**src/rtl/mem_port_arbiter.sv**
```systemverilog
// mem_port_arbiter: shares one single-port unified memory between the IF and
// MEM pipeline stages. One outstanding transaction at a time; data accesses
// win over fetches. Also produces the fetch and pipeline stall signals.
module mem_port_arbiter #(
    parameter int unsigned ADDR_W = 32,
    parameter int unsigned DATA_W = 32
) (
    input  logic                  clk,
    input  logic                  rst,
    // instruction fetch side
    input  logic                  if_req,
    input  logic [ADDR_W-1:0]     if_addr,
    input  logic                  if_flush,
    output logic [DATA_W-1:0]     if_rdata,
    output logic                  if_valid,
    // data access side
    input  logic                  dm_req,
    input  logic                  dm_we,
    input  logic [ADDR_W-1:0]     dm_addr,
    input  logic [DATA_W-1:0]     dm_wdata,
    input  logic [DATA_W/8-1:0]   dm_be,
    output logic [DATA_W-1:0]     dm_rdata,
    output logic                  dm_done,
    // memory side
    output logic                  mem_req,
    output logic                  mem_we,
    output logic [ADDR_W-1:0]     mem_addr,
    output logic [DATA_W-1:0]     mem_wdata,
    output logic [DATA_W/8-1:0]   mem_be,
    input  logic [DATA_W-1:0]     mem_rdata,
    input  logic                  mem_ack,
    // pipeline control
    output logic                  stall_fetch,
    output logic                  stall_pipe
);

    typedef enum logic [1:0] {
        IDLE       = 2'd0,
        FETCH      = 2'd1,
        FETCH_DROP = 2'd2,
        DATA       = 2'd3
    } state_t;

    state_t state;
    state_t state_next;
    logic   fetch_ok;
    logic   load_fetch;
    logic   load_data;

    // Read data is shared; the valid/done strobes say who owns it.
    assign if_rdata = mem_rdata;
    assign dm_rdata = mem_rdata;

    // A fetch may only be launched when the PC is not being redirected.
    assign fetch_ok = if_req & ~if_flush;

    // Next-state, completion strobes and stall generation.
    always_comb begin
        state_next  = state;
        if_valid    = 1'b0;
        dm_done     = 1'b0;
        load_fetch  = 1'b0;
        load_data   = 1'b0;
        stall_pipe  = 1'b0;
        stall_fetch = 1'b0;

        case (state)
            IDLE: begin
                if (dm_req) begin
                    state_next = DATA;
                end else if (fetch_ok) begin
                    state_next = FETCH;
                end
            end
            FETCH: begin
                if (mem_ack) begin
                    if_valid   = ~if_flush;
                    state_next = dm_req ? DATA : IDLE;
                end else if (if_flush) begin
                    state_next = FETCH_DROP;
                end
            end
            FETCH_DROP: begin
                if (mem_ack) begin
                    if (dm_req) begin
                        state_next = DATA;
                    end else if (fetch_ok) begin
                        state_next = FETCH;
                    end else begin
                        state_next = IDLE;
                    end
                end
            end
            DATA: begin
                if (mem_ack) begin
                    dm_done    = 1'b1;
                    state_next = fetch_ok ? FETCH : IDLE;
                end
            end
            default: state_next = IDLE;
        endcase

        load_fetch  = (state_next == FETCH) && (state != FETCH);
        load_data   = (state_next == DATA) && (state != DATA);
        stall_pipe  = dm_req & ~dm_done;
        stall_fetch = stall_pipe | (if_req & ~if_valid);
    end

    // State register.
    always_ff @(posedge clk) begin
        if (rst) begin
            state <= IDLE;
        end else begin
            state <= state_next;
        end
    end

    // Memory request registers: loaded on entry to an access, held until ack.
    always_ff @(posedge clk) begin
        if (rst) begin
            mem_req   <= 1'b0;
            mem_we    <= 1'b0;
            mem_addr  <= '0;
            mem_wdata <= '0;
            mem_be    <= '0;
        end else if (load_data) begin
            mem_req   <= 1'b1;
            mem_we    <= dm_we;
            mem_addr  <= dm_addr;
            mem_wdata <= dm_wdata;
            mem_be    <= dm_be;
        end else if (load_fetch) begin
            mem_req   <= 1'b1;
            mem_we    <= 1'b0;
            mem_addr  <= if_addr;
            mem_wdata <= '0;
            mem_be    <= '1;
        end else if (state_next == IDLE) begin
            mem_req   <= 1'b0;
        end
    end

endmodule

```
**config.mk**
```make
export PLATFORM = sky130hd
export DESIGN_NAME = mem_port_arbiter
export DESIGN_NICKNAME = d
export VERILOG_FILES = /design/src/rtl/mem_port_arbiter.sv
export SDC_FILE = /design/constraint.sdc
export NUM_CORES = 1
export LEC_CHECK = 0
export ABC_AREA = 1
export BUFFER_PORTS_ARGS = -buffer_cell sky130_fd_sc_hd__buf_2
export CORE_AREA = 4 4 106 108
export CTS_CLUSTER_SIZE = 10
export DETAILED_ROUTE_END_ITERATION = 8
export DIE_AREA = 0 0 110 112
export PLACE_DENSITY = 0.75
export SYNTH_ARGS = -nofsm -noshare
export SYNTH_HDL_FRONTEND = slang
export SYNTH_SLANG_ARGS = --single-unit
```
**constraint.sdc**
```tcl
create_clock -name clk -period 2.16 [get_ports clk]
set_input_delay 0.108 -clock clk [delete_from_list [all_inputs] [get_ports clk]]
set_output_delay 0.108 -clock clk [all_outputs]
set_load 0.01 [all_outputs]
```
==> results.sh <==
export IMPL_status="finished, final reports clean"
export IMPL_cts_tree="yes"
export IMPL_grt_pass1_wl_mm=15.9
export IMPL_ys_seq_elements=72
export IMPL_synth_top_family_by_area="simple AND/OR/NAND/NOR gates"
export IMPL_cts_sinks=72
export IMPL_cts_reportedPaths_clkPinSlew_ps=80
export IMPL_timing_critical_path_cells="nand3_1 > nand2_1 > nand2_1 > nand3_2 > inv_2 > o21ai_4 > buf_12 > nand2_1 > nand2_1 > nor2_1"
export IMPL_dr_wl_met3_mm=1.19
export IMPL_drive_gt1_share_pct=33.6
export IMPL_ir_drop_mv=0.486
export IMPL_timing_hold_ws_ps=19.8
export IMPL_wl_met1_mm=4.30
export IMPL_yosys_top_cells_area="dfxtp_1 37%, nand2_1 18%, buf_4 13%"
export IMPL_worstMarginPinSlew_ps=400
export IMPL_drt_pass1_iter_count=4
export IMPL_top_layer="met4"
export IMPL_slew_headroom_pct=73.4
export IMPL_core_area_um2=10200
export IMPL_hold_class="input port to flop"
export IMPL_critical_path_slowest_cell="dfxtp_1"
export IMPL_r2r_start="state[1]"
export IMPL_synth_edf_count=0
export IMPL_synth_distinct_cells=20
export IMPL_nNetsFinal=855
export IMPL_setup_viol_count_final=0
export IMPL_post_drt_via_cell_ratio=4.25
export IMPL_p_per_area_nw_per_um2=951
export IMPL_finalCriticalPeriod_ps=1830
export IMPL_p_leak_uw=0.00271
export IMPL_first_global_vias=3355
export IMPL_yosys_area_top_type="dfxtp_1"
export IMPL_synth_most_common_cell="nand2_1"
export IMPL_critical_path_class="flop to flop"
export IMPL_place_area_um2=4410
export IMPL_wl_met2_mm=4.58
export IMPL_track_usage_pct=16.2
export IMPL_start_kind="flop"
export IMPL_worstPathRequired_ps=2390
export IMPL_synth_adder_area_share_pct=0
export IMPL_synth_compound_area_share_pct=10.0
export IMPL_worstPathArrival_ps=2060
export IMPL_cap_violations=0
export IMPL_syn_avg_cell_area_um2=6.59
export IMPL_routed_wl_mm=10.2
export IMPL_finalWorstSetupSlack_ps=329
export IMPL_hold_depth=3
export IMPL_wire_per_inst_um=12.0
export IMPL_synthTopCellsByCount="184 x nand2_1, 77 x inv_1, 72 x dfxtp_1, 68 x a21oi_1, 65 x buf_4"
export IMPL_antennaDiodeCount=0
export IMPL_cts_root_buf="clkbuf_8"
export IMPL_ys_dominant_reg_cell="dfxtp_1"
export IMPL_hpwl_mm=7.37
export IMPL_dp_cells=821
export IMPL_fillers=1051
export IMPL_dr_total_vias=3645
export IMPL_worst_path_max_fanout=73
export IMPL_syn_cell_area_um2=3870
export IMPL_place_ws_ps=329
export IMPL_setup_worst_path_start="state[1]"
export IMPL_gp_congestion=0.806
export IMPL_start_util_pct=37.9
export IMPL_die_y_um=112
export IMPL_fin_tns_setup_ps=0
export IMPL_cp_end_kind="flop"
export IMPL_synthSimpleGateAreaFrac_pct=28.9
export IMPL_io_buffer_count=180
export IMPL_yosysTopAreaCellShare_pct=37.2
export IMPL_rr_worst_depth=10
export IMPL_fmax_mhz=546
export IMPL_postCtsResizedCells=0
export IMPL_crit_family="simple AND/OR/NAND/NOR gates"
export IMPL_r2r_setup_slack_ps=330
export IMPL_skew_ps=10.7
export IMPL_grt_max_degree=74
export IMPL_area_growth_pct=25.4
export IMPL_clk_latency_ps=340
export IMPL_crit_buf_inv=2
export IMPL_die_width_um=110
export IMPL_grt_setup_unrepaired="false"
export IMPL_final_area_um2=4860
export IMPL_numCtsBuffers=9
export IMPL_grt_antenna_before_repair=0
export IMPL_timing_final_crit_share_pct=84.8
export IMPL_final_max_slew_viol_count=0
export IMPL_hold_viol=0
export IMPL_synthMuxAreaShare_pct=0
export IMPL_syn_nets=727
export IMPL_num_rows=37
export IMPL_whs_endpoint="mem_wdata[9]"
export IMPL_postCtsSetupBuffers=0
export IMPL_synthXorXnorAreaFrac_pct=0
export IMPL_hold_start="dm_wdata[9]"
export IMPL_ys_warn_count=0
export IMPL_drtIter0Drc=139
export IMPL_async_flop_share_pct=0
export IMPL_rr_endpoint="mem_addr[12]"
export IMPL_ant_nets=0
export IMPL_path_common_cell="nand2_1"
export IMPL_cts_path_max_buffers=2
export IMPL_ioPinCount=277
export IMPL_syn_instance_count=588
export IMPL_max_stage_delay_ps=470
export IMPL_grt_overflow_total=0
export IMPL_die_area_um2=12300
export IMPL_htree_levels=3
export IMPL_ys_seq_area_share_pct=37.2
export IMPL_drc=0
export IMPL_fin_cells=857
==> logic make-up after synthesis <==
logic type             Yosys count
AO/OA/AOI/OAI                   75
AND/OR/NAND/NOR                270
flip-flops                      72
buffers and inverters          171
==> routing by layer <==
metal	up-vias	GRT usage, %
met5	-	0
met4	0	4.99
li1	1942	-
met3	26	7.07
met2	167	26.2
met1	1510	19.2
==> worst max path at each step <==
stage,to,slack [ps],cells past startpoint
final,mem_addr[12],330,10
after global routing,mem_addr[2],90,10
after CTS,mem_addr[11],300,10
after detailed placement,mem_addr[11],330,10
after global placement,mem_addr[11],360,10
after floorplan,mem_addr[2],590,12
==> where the power goes <==
part           internal (uW)  switching [uW]  total [uW]
logic                    647             943        1590
clock network            783             549        1330
registers               1580             121        1700
total                   3010            1610        4620
==> placed cells by master, fill, tap and decap left out, drive strengths merged, types with 3 or more instances in the layout <==
master / count
a21oi: 68
dfxtp: 72
o21ai: 6
clkinv: 3
inv: 81
nand3: 4
dlygate4sd3: 20
buf: 188
or2: 32
nor2: 49
bufinv: 3
nand2: 184
clkbuf: 9
==> per-stage QoR <==
step | utilization [%] | total power (uW)
2_1_floorplan | - | 2880
3_3_place_gp | 43.1 | 3300
3_5_place_dp | 43.1 | 3310
4_1_cts | 47.4 | 4700
5_1_grt | 47.5 | 5000
6_report | 47.5 | 4620
==> repair_timing <==
action | CTS | global route
setup endpoints to repair | 0 | 0
hold buffers | 19 | 1
endpoints found under the hold margin | 19 | 1
==> worst min-delay path, stage by stage <==
cell and delay, ps:
buf_2 100, nand2_1 60, a21oi_1 50
==> cell type report <==
class / count / area (um2) / area share, %
repair buffers: 208 / 1190 / 24.4
flip-flops and latches: 72 / 1440 / 29.7
multi-input cells: 345 / 1510 / 31.0
clock inverters: 7 / 128 / 2.63
well taps: 136 / 170 / 3.50
inverters: 80 / 300 / 6.18
clock buffers: 9 / 124 / 2.55
==> state kept, by name, indices dropped and copies added, names as in the netlist <==
signal	cells
mem_we	1
mem_req	1
mem_be	4
state	2
mem_addr	32
mem_wdata	32
Note: power is estimated with default switching activity, not from simulation.
